--- config.mk ---
export PLATFORM = sky130hd
export DESIGN_NAME = card_dealer_flat
export DESIGN_NICKNAME = d
export VERILOG_FILES = /design/src/rtl/card_dealer_if.sv /design/src/rtl/card_dealer.sv /design/src/flat_wrapper.sv
export SDC_FILE = /design/constraint.sdc
export NUM_CORES = 1
export LEC_CHECK = 0
export ABC_AREA = 1
export CORE_ASPECT_RATIO = 0.6
export CORE_MARGIN = 4
export CORE_UTILIZATION = 59
export CTS_CLUSTER_SIZE = 12
export DETAILED_ROUTE_END_ITERATION = 12
export PLACE_DENSITY = 0.9
export SYNTH_ARGS = -nofsm -noshare
export SYNTH_HDL_FRONTEND = slang
export SYNTH_SLANG_ARGS = --single-unit
--- constraint.sdc ---
create_clock -name clk_2K -period 5.65 [get_ports clk_2K]
set_input_delay 1.13 -clock clk_2K [delete_from_list [all_inputs] [get_ports clk_2K]]
set_output_delay 1.13 -clock clk_2K [all_outputs]
set_load 0.01 [all_outputs]
--- src/rtl/card_dealer_if.sv ---
// Bus between the BlackJack hand/score logic and the card dealer.
// The master drives the seed and the draw/shuffle requests, and the dealer answers with the issued card.
`timescale 1ns/1ps

interface card_dealer_if #(
   parameter int WIDTH = 12
);
   logic [WIDTH-1:0] i_Count;
   logic             i_Draw;
   logic             i_Shuffle;
   logic [3:0]       o_Card;
   logic [3:0]       o_Points;
   logic             o_CardValid;
   logic             o_Busy;
   logic             o_DeckEmpty;
   logic [7:0]       o_CardsLeft;

   modport master (
      output i_Count,
      output i_Draw,
      output i_Shuffle,
      input  o_Card,
      input  o_Points,
      input  o_CardValid,
      input  o_Busy,
      input  o_DeckEmpty,
      input  o_CardsLeft
   );

   modport slave (
      input  i_Count,
      input  i_Draw,
      input  i_Shuffle,
      output o_Card,
      output o_Points,
      output o_CardValid,
      output o_Busy,
      output o_DeckEmpty,
      output o_CardsLeft
   );
endinterface

--- src/rtl/card_dealer.sv ---
// Deals cards from a finite shoe, using the free-running 2 kHz counter as a seed.
// When the seeded rank is used up, the dealer probes forward one rank per cycle until it finds one that is left.
`timescale 1ns/1ps

module card_dealer #(
   parameter int WIDTH  = 12,
   parameter int COPIES = 4
) (
   input logic         clk_2K,
   input logic         i_Reset_n,
   card_dealer_if.slave bus
);

   localparam logic [3:0] COPIES_V  = 4'(COPIES);
   localparam logic [7:0] FULL_SHOE = 8'(13 * COPIES);
   localparam logic [3:0] LAST_IDX  = 4'd12;

   typedef enum logic {IDLE, CHECK} state_t;

   state_t     state, state_next;
   logic [3:0] rem      [13];
   logic [3:0] rem_next [13];
   logic [7:0] cards_left, cards_left_next;
   logic [3:0] idx, idx_next;
   logic [3:0] card, card_next;
   logic [3:0] points, points_next;
   logic       card_valid, card_valid_next;
   logic       busy, deck_empty;
   logic [3:0] seed_idx;

   // The full-width modulo gives the starting rank, so every counter value maps into 0..12.
   assign seed_idx = 4'(bus.i_Count % WIDTH'(13));

   always_comb begin
      state_next      = state;
      rem_next        = rem;
      cards_left_next = cards_left;
      idx_next        = idx;
      card_next       = card;
      points_next     = points;
      card_valid_next = 1'b0;

      case (state)
         IDLE: begin
            if (bus.i_Shuffle) begin
               for (int i = 0; i < 13; i++) begin
                  rem_next[i] = COPIES_V;
               end
               cards_left_next = FULL_SHOE;
            end else if (bus.i_Draw && (cards_left != 8'd0)) begin
               idx_next   = seed_idx;
               state_next = CHECK;
            end
         end

         CHECK: begin
            if (rem[idx] != 4'd0) begin
               rem_next[idx]   = rem[idx] - 4'd1;
               cards_left_next = cards_left - 8'd1;
               card_next       = idx + 4'd1;
               points_next     = (idx >= 4'd9) ? 4'd10 : (idx + 4'd1);
               card_valid_next = 1'b1;
               state_next      = IDLE;
            end else begin
               idx_next = (idx == LAST_IDX) ? 4'd0 : (idx + 4'd1);
            end
         end

         default: state_next = IDLE;
      endcase
   end

   // Busy and deck-empty are registered from next-state values so that they line up with the state and the count.
   always_ff @(posedge clk_2K) begin
      if (!i_Reset_n) begin
         state      <= IDLE;
         for (int i = 0; i < 13; i++) begin
            rem[i] <= COPIES_V;
         end
         cards_left <= FULL_SHOE;
         idx        <= 4'd0;
         card       <= 4'd0;
         points     <= 4'd0;
         card_valid <= 1'b0;
         busy       <= 1'b0;
         deck_empty <= 1'b0;
      end else begin
         state      <= state_next;
         rem        <= rem_next;
         cards_left <= cards_left_next;
         idx        <= idx_next;
         card       <= card_next;
         points     <= points_next;
         card_valid <= card_valid_next;
         busy       <= (state_next == CHECK);
         deck_empty <= (cards_left_next == 8'd0);
      end
   end

   assign bus.o_Card      = card;
   assign bus.o_Points    = points;
   assign bus.o_CardValid = card_valid;
   assign bus.o_Busy      = busy;
   assign bus.o_DeckEmpty = deck_empty;
   assign bus.o_CardsLeft = cards_left;

endmodule

--- src/flat_wrapper.sv ---
// flat-port wrapper written by rule: the top's interface ports become plain ports
module card_dealer_flat 
#(
   parameter int WIDTH  = 12,
   parameter int COPIES = 4
)
  (clk_2K, i_Reset_n, bus_i_Count, bus_i_Draw, bus_i_Shuffle, bus_o_Card, bus_o_Points, bus_o_CardValid, bus_o_Busy, bus_o_DeckEmpty, bus_o_CardsLeft);
  card_dealer_if #(.WIDTH(WIDTH)) bus_i ();
  input logic clk_2K;
  input logic i_Reset_n;
  input wire logic [$bits(bus_i.i_Count)-1:0] bus_i_Count;
  input wire logic [$bits(bus_i.i_Draw)-1:0] bus_i_Draw;
  input wire logic [$bits(bus_i.i_Shuffle)-1:0] bus_i_Shuffle;
  output wire logic [$bits(bus_i.o_Card)-1:0] bus_o_Card;
  output wire logic [$bits(bus_i.o_Points)-1:0] bus_o_Points;
  output wire logic [$bits(bus_i.o_CardValid)-1:0] bus_o_CardValid;
  output wire logic [$bits(bus_i.o_Busy)-1:0] bus_o_Busy;
  output wire logic [$bits(bus_i.o_DeckEmpty)-1:0] bus_o_DeckEmpty;
  output wire logic [$bits(bus_i.o_CardsLeft)-1:0] bus_o_CardsLeft;
  assign bus_i.i_Count = bus_i_Count;
  assign bus_i.i_Draw = bus_i_Draw;
  assign bus_i.i_Shuffle = bus_i_Shuffle;
  assign bus_o_Card = bus_i.o_Card;
  assign bus_o_Points = bus_i.o_Points;
  assign bus_o_CardValid = bus_i.o_CardValid;
  assign bus_o_Busy = bus_i.o_Busy;
  assign bus_o_DeckEmpty = bus_i.o_DeckEmpty;
  assign bus_o_CardsLeft = bus_i.o_CardsLeft;
  card_dealer #(.WIDTH(WIDTH), .COPIES(COPIES)) u_core (.clk_2K(clk_2K), .i_Reset_n(i_Reset_n), .bus(bus_i));
endmodule
== Yosys cells after proc, flatten, opt, wreduce, memory -nomap -nowiden ==
Cells that the tools add are included.

* Flip-flop bits (word level): 75
* Latch bits: 0
* RAM bits: 0
* ROM bits: 0
* Input bits: 16
* Output and inout bits: 19
* Logic and storage cells: 67
* Memories: 0

* Add/sub/neg operators: 3
* $mul: 0
* Div/mod/pow operators: 1
* Magnitude comparators: 3
* Eq/ne operators: 6
* Shift operators: 0
* Muxes and demuxes: 23
* Bitwise operators: 2
* Reduce and logical (&&, ||, !) cells: 9

{| class="wikitable"
|+ Operator list
! kind !! number
|-
| 52-bit 2-to-1 mux || 2
|-
| 52-bit case mux with 2 select lines || 1
|-
| 52-bit bitwise mux || 1
|-
| 4-bit 2-to-1 mux || 8
|-
| 4-bit binary-select mux with 4-bit select || 1
|-
| 4-bit demux with 4-bit select || 1
|-
| 8-bit 2-to-1 mux || 2
|-
| 8-bit case mux with 2 select lines || 1
|-
| 12-bit by 4-bit modulo with 12-bit output, second input constant || 1
|-
| 8-bit zero test || 1
|-
| 2-bit != test, second input constant || 4
|-
| 4-bit case mux with 2 select lines || 1
|-
| 8-bit nonzero test || 1
|-
| 8-bit by 1-bit subtractor with 8-bit output, second input constant || 1
|-
| 2-bit AND reduction || 3
|-
| 5-bit >= comparator, second input constant || 1
|-
| 5-bit by 1-bit < comparator with 1-bit output, second input constant || 1
|-
| 4-bit inverter with 5-bit output || 1
|-
| 4-bit by 1-bit adder with 4-bit output, second input constant || 1
|-
| 4-bit == test, second input constant || 1
|-
| 4-bit >= comparator, second input constant || 1
|-
| 1-bit 2-to-1 mux || 4
|-
| 4-bit nonzero test || 1
|-
| 4-bit by 1-bit subtractor with 4-bit output, second input constant || 1
|-
| other kinds (5) || 6
|}

== Logic depth before layout (Yosys ltp) ==
Gate-level depths: netlist (run 1).

* Depth in word-level cells: 8
* Gate-level depth with buffers: 48
* Gate-level depth less buffers: 48

== Worst setup path before layout (run 1) ==
Ideal clock, no wire load.

* Kind: input to register
* Start point: input bus_i_Count[11]
* End point: register u_core.idx[3]
* Library setup time: 0.122 ns
* Arrival: 4.758 ns
* Data required time: 5.528 ns
* Path slack: 0.770 ns
* Stages on the path: 44
* Buffers on the path: 0
* Cells stage by stage: nand2_1 -> inv_1 -> nand2_1 -> nand2_1 -> nor2_2 -> nand2_4 -> nand3_1 -> nand2_2 -> nor2_4 -> nand2_4 -> nand3b_1 -> nand2_2 -> nor2_4 -> nand2_4 -> nand2_4 -> nand2_2 -> nand2_4 -> nand2_2 -> [8 not listed] -> nand2_1 -> nor2_2 -> nand2_2 -> nand2_2 -> nand2_1 -> nand2_2 -> nor2_2 -> nand2_2 -> nand2_1 -> nand2_1 -> and2_1 -> ha_1 -> nand2_1 -> nand3_1 -> o21ai_4 -> nand3_1 -> nand3_1 -> a21oi_2

* Longest elaborated chain between the ends: 4

{| class="wikitable"
|+ RTL lines
! element !! line !! RTL
|-
| start: declaration || flat_wrapper.sv:11 || <nowiki>input wire logic [$bits(bus_i.i_Count)-1:0] bus_i_Count;</nowiki>
|-
| 12-bit by 4-bit modulo with 12-bit output || card_dealer.sv:32 || <nowiki>assign seed_idx = 4'(bus.i_Count % WIDTH'(13));</nowiki>
|-
| 4-bit 2-to-1 mux || card_dealer.sv:50 || <nowiki>end else if (bus.i_Draw && (cards_left != 8'd0)) begin</nowiki>
|-
| 4-bit 2-to-1 mux || card_dealer.sv:45 || <nowiki>if (bus.i_Shuffle) begin</nowiki>
|-
| 4-bit case mux with 2 select lines || card_dealer.sv:43 || <nowiki>case (state)</nowiki>
|-
| end signal: assignment || card_dealer.sv:91 || <nowiki>idx <= idx_next;</nowiki>
|-
| end: declaration || card_dealer.sv:24 || <nowiki>logic [3:0] idx, idx_next;</nowiki>
|}

Every way passes these cells. The select of a mux whose other input is x is not followed.
A chain may end at the register's enable or synchronous reset.

== Worst setup path in the final report (run 1) ==
* Start point: input bus_i_Count[11]
* End point: register u_core.idx[2]

Same word-level chain as after synthesis.

==> results of run 1 <==
==> area by class of cell <==
type / count / area [um2]
Clock buffer: 11 / 243
Clock inverter: 5 / 52.6
Fill cell: 556 / 1950
Inverter: 82 / 308
Multi-Input combinational cell: 529 / 2830
Sequential cell: 75 / 1500
Tap cell: 104 / 130
Timing Repair Buffer: 48 / 458
==> sequential cells by signal, indices dropped and copies added, names as in the netlist <==
| register | count |
|---|---|
| u_core.bus.o_CardValid | 1 |
| u_core.bus.o_Points | 4 |
| u_core.idx | 4 |
| u_core.bus.o_CardsLeft | 8 |
| u_core.rem | 52 |
| u_core.bus.o_Card | 4 |
| u_core.state | 1 |
| u_core.bus.o_DeckEmpty | 1 |
==> metrics by stage <==
stage | util, % | cells
after CTS | 72.8 | 851
after global routing | 73.9 | 854
final | 73.9 | 854
after detailed placement | 68.9 | 835
after floorplan | - | 710
after global placement | 68.9 | 835
==> cells by family after synthesis <==
group	after synthesis	share of synthesized area [%]
simple gates	365	36.9
mux	1	0.240
compound gates	144	17.9
xor+xnor	8	1.49
buf+inv	106	8.51
flops	75	32.0
fa+ha+maj	11	2.93
==> synth_stat cells, types with 2 or more instances <==
master    instances  area, um2
a21oi_1          47        235
a221oi_1          3       26.3
a22o_1            4       35.0
a22oi_1          15        113
a31oi_1           2       12.5
clkbuf_1         23       86.3
clkinv_1          2       7.51
dfxtp_1          75       1500
ha_1             11        138
inv_1            70        263
inv_2            10       37.5
nand2_1         128        480
nand2_2          25        156
nand2_4          11        124
nand3_1          60        300
nand3_2           7       70.1
nand3b_1          3       22.5
nand4_1          10       62.6
nor2_1          102        383
nor2_2            3       18.8
nor2_4            4       45.0
nor3_1            6       30.0
nor4_1            2       12.5
o21ai_0          47        235
o21ai_1           5       25.0
o21ai_2           3       26.3
o22ai_1          12       75.1
or2_2             3       18.8
xor2_1            8       70.1
==> worst reg2reg max path: cells and delay by family, from the launching register on <==
family / cells / cell delay [ns]
DFF: 1 / 0.68
and+or+nand+nor: 9 / 1.68
adders and majority gates: 1 / 0.24
buffers and inverters: 5 / 0.87
AOI/OAI and AO/OA: 3 / 0.48
muxes: 1 / 0.38
==> how the worst min path moves through the flow <==
| stage | end | start | cells after the start | slack (ns) |
|---|---|---|---|---|
| floorplan | u_core.rem[10] | u_core.rem[10] | 2 | 0.42 |
| global placement | u_core.rem[46] | u_core.rem[46] | 2 | 0.44 |
| detailed placement | u_core.rem[2] | u_core.rem[2] | 2 | 0.45 |
| CTS | u_core.rem[2] | u_core.rem[2] | 2 | 0.46 |
| global route | u_core.bus.o_Points[0] | u_core.bus.o_Points[0] | 2 | 0.49 |
| finish | u_core.rem[2] | u_core.rem[2] | 2 | 0.46 |
==> routing by layer <==
| metal | vias to the layer above | GRT usage (%) | share of wire (%) |
|---|---|---|---|
| li1 | 2409 | - | - |
| met1 | 2289 | 38.7 | 45 |
| met2 | 291 | 41.7 | 42 |
| met3 | 19 | 8.90 | 11 |
| met4 | 0 | 6.41 | 1.1 |
| met5 | - | 0 | 0 |
==> report_power, final <==
group | switching (uW) | total [uW] | internal (uW)
clock | 225 | 577 | 352
sequential | 94.3 | 704 | 610
combinational | 1280 | 1930 | 647
==> timing repair <==
| item | 4_1_cts | 5_1_grt |
|---|---|---|
| setup endpoints to repair | 0 | 4 |
| resized for setup | 0 | 18 |
| setup buffers | 0 | 3 |
==> results.cfg, run 1 <==
[worst_setup_path]
cp_num_cells = 45
crit_type = primary input to flop
crit_family = simple AND/OR/NAND/NOR gates
startpoint = bus_i_Count[11]
cp-start-kind = primary input
critical_path.most_common_cell = nand2_2
r2r-start = u_core.idx[0]
setup.worst_path.end_class = flop
worstPathRequired_ns = 5.88
reg2reg_depth = 19
crit_buf_inv = 3
worstPathMaxFanout = 6
crit_end = u_core.idx[2]
r2r_slack_ns = 1.20
rr_endpoint = u_core.bus.o_DeckEmpty
slowest_stage = o21ai_4
arrival_ns = 5.57
crit_path_max_incr_delay_ns = 0.24

[timing]
period_needed_ns = 5.33
drv_slew = 0
worst_pin_slew_ns = 1.31
finalCritPeriodShare_pct = 94.4
setup_viol = 0
clock_skew_ns = 0.00547
relSlewSlack_pct = 11.9
fmax_mhz = 188
finalHoldViolCount = 0
setup_ws_ns = 0.317
fin_hold_ws_ns = 0.464
tns_ns = 0

[logic_synthesis]
async_flop_share_pct = 0
synth_edf_count = 0
seq_area_frac_synth_pct = 32.0
synth_area_um2 = 4690
ys_types = 38
ys.flop_type = dfxtp_1
syn_inst = 710
syn_nets = 737
syn_avg_cell_area_um2 = 6.60
synth_warnings = 0
yosys_register_bits = 75

[clock_network]
tritoncts = done
clockBufferDepth = 2
hold_buffers = 0
clock-sinks = 75
cts_buffers = 9
clkLatencyLatePin_ns = 0.34
ctsRootBufferMaster = clkbuf_16
clk_pin_slew_ns = 0.06
htree_num_levels = 3

[floorplan]
die-area_um2 = 9490
die_h_um = 77.1
core_area_um2 = 7480
ioPinCount = 35
die_x_um = 123
start_util_pct = 62.7
rows = 24

[placement]
post_dp_cell_area_um2 = 5150
place_ws_ns = -0.248
io_buffers = 34
dp_hpwl_um = 9170
place.gp.congestion = 0.966

[power_and_ir_drop]
pwr_density_cell_nw_per_um2 = 581
p_leak_uw = 0.00251
vdd_drop_max_v = 0.000343
power_uw = 3210

[routing]
drt_wl_total_um = 12900
via_per_inst = 5.86
route.detailed.drc = 0
detailroute.via_count = 5008
drt_iter0_drc = 613
post_drt_wl_per_cell_um = 15.1
first_pass_iters = 6
ant_nets = 0

[final_layout]
nets = 772
fin_area_um2 = 5520
drive_gt1_share_pct = 14.9
layout_commonest_cell = nand2_1
layout_common_cells = 122 x nand2_1, 102 x nor2_1, 75 x dfxtp_1
n_antenna_cell = 0
area_growth_pct = 17.8

[grt]
grt_usage_pct = 27.7
grt_pass1_vias = 4577
grt_remaining_overflow = 0
grt_max_degree = 35
antenna_found_initial = 0
grt_pass1_wl_um = 21100

[job]
drv_cap = 0

[run_status]
status = completed

[min_path]
hp-class = flop to flop
No activity file was read; power rests on OpenSTA's default activity.
==> run 2, diff against run 1 <==
CORE_UTILIZATION = 55   (was 59)
PLACE_DENSITY = 0.86   (was 0.9)
==> results.cfg, run 2 (synthesis gave the netlist of run 1 again) <==
[run_status]
status = completed

[grt]
grt_remaining_overflow = 0
grt_usage_pct = 26.3
grt_max_degree = 35
grt_pass1_wl_um = 21300
grt_pass1_vias = 4501
antenna_found_initial = 0

[final_layout]
drive_gt1_share_pct = 15.5
n_antenna_cell = 0
largest_register = u_core.rem
layout_common_cells = 119 x nand2_1, 102 x nor2_1, 75 x dfxtp_1
nets = 771
area_growth_pct = 18.9
largest_reg_flops = 52
final_util_pct = 69.1
layout_commonest_cell = nand2_1

[placement]
io_buffers = 34
dp_hpwl_um = 9460
place.gp.congestion = 0.928

[routing]
post_drt_wl_per_cell_um = 15.4
ant_nets = 0
via_per_inst = 5.77
drt_wl_total_um = 13200
detailroute.via_count = 4942
route.detailed.drc = 0
first_pass_iters = 5
drt_iter0_drc = 600

[worst_setup_path]
r2r-start = u_core.idx[1]
cp-start-kind = primary input
worstPathRequired_ns = 5.93
crit_family = simple AND/OR/NAND/NOR gates
reg2reg_depth = 19
crit_buf_inv = 2
setup.worst_path.end_class = flop
worstPathMaxFanout = 6
slowest_stage = o21ai_4
r2r_slack_ns = 1.12
crit_type = primary input to flop
arrival_ns = 5.56
critical_path.most_common_cell = nand2_2
rr_endpoint = u_core.bus.o_DeckEmpty
crit_path_max_incr_delay_ns = 0.24

[clock_network]
clockBufferDepth = 2
ctsRootBufferMaster = clkbuf_16
tritoncts = done
cts_buffers = 9
htree_num_levels = 3
clock-sinks = 75
clk_pin_slew_ns = 0.06
hold_buffers = 0
clkLatencyLatePin_ns = 0.34

[floorplan]
start_util_pct = 58.1
ioPinCount = 35
die_h_um = 79.5
rows = 25
die-area_um2 = 10100
core_area_um2 = 8070
die_x_um = 127

[timing]
finalHoldViolCount = 0
finalCritPeriodShare_pct = 93.5
drv_slew = 0
period_needed_ns = 5.28
clock_skew_ns = 0.00625
fmax_mhz = 189
tns_ns = 0
setup_viol = 0
relSlewSlack_pct = 11.0
worst_pin_slew_ns = 1.33

[min_path]
whs_path_depth = 2
hp-class = flop to flop
hold_end = u_core.rem[25]
worstHoldStart = u_core.rem[25]

[power_and_ir_drop]
p_leak_uw = 0.00252
power_uw = 3300
pwr_density_cell_nw_per_um2 = 592
vdd_drop_max_v = 0.000327

[job]
drv_cap = 0
[run 2: cell count changes in the layout (fill, tap and decap cells not counted)]
cell,change
nor2_4,+1
nand2_2,+3
nand3_1,-1
clkbuf_8,+1
clkinv_2,-2
buf_4,-1
and2_1,-1
nand2_1,-3
nor2_2,-1
nand3_2,+1
and2_4,+1
bufinv_16,+1
[run 2: metrics by stage]
step	worst slack, ns	hold WS, ns	instances	area (um2)
after floorplan	0.770	0.424	710	4690
after global placement	0.0516	0.438	839	5160
after detailed placement	-0.281	0.449	839	5160
after CTS	0.0749	0.464	855	5490
after global routing	-0.0718	0.488	857	5580
final	0.370	0.465	857	5580
[run 2: area by class of cell]
class	instances	area (um2)
multi-input combinational	529	2850
fill	681	2490
sequential	75	1500
timing repair buffer	47	450
inverter	82	308
clock buffer	12	256
tap	108	135
clock inverter	4	72.6
[run 2: worst max path at each step]
stage,startpoint,to,cells past startpoint
finish,bus_i_Count[10],u_core.idx[3],46
floorplan,bus_i_Count[11],u_core.idx[3],44
global placement,bus_i_Count[11],u_core.idx[3],44
detailed placement,bus_i_Count[11],u_core.idx[3],43
CTS,bus_i_Count[11],u_core.idx[3],43
global route,bus_i_Count[9],u_core.idx[3],48
[run 2: layer usage]
layer  GRT usage (%)  vias to the layer above  routed length, um
li1                -                     2401                  -
met3            9.96                       24               1600
met5               0                        -                  0
met2            40.2                      268               5800
met4            6.00                        0                191
met1            35.3                     2249               5620
[run 2: worst min-delay path: stages, from the launching register on]
cell and delay [ns]:
dfxtp_1 0.30, nand2_1 0.06, a21oi_1 0.05
[run 2: power by group]
group / switching (uW) / leakage, uW / internal (uW)
registers: 91.5 / 0.000611 / 610
logic: 1310 / 0.00175 / 657
clock network: 220 / 0.000159 / 410
[run 2: timing repair]
| action | in CTS | in global routing |
|---|---|---|
| gates resized for setup | 0 | 24 |
| buffers inserted | 0 | 2 |
| endpoints found under the setup margin | 0 | 4 |
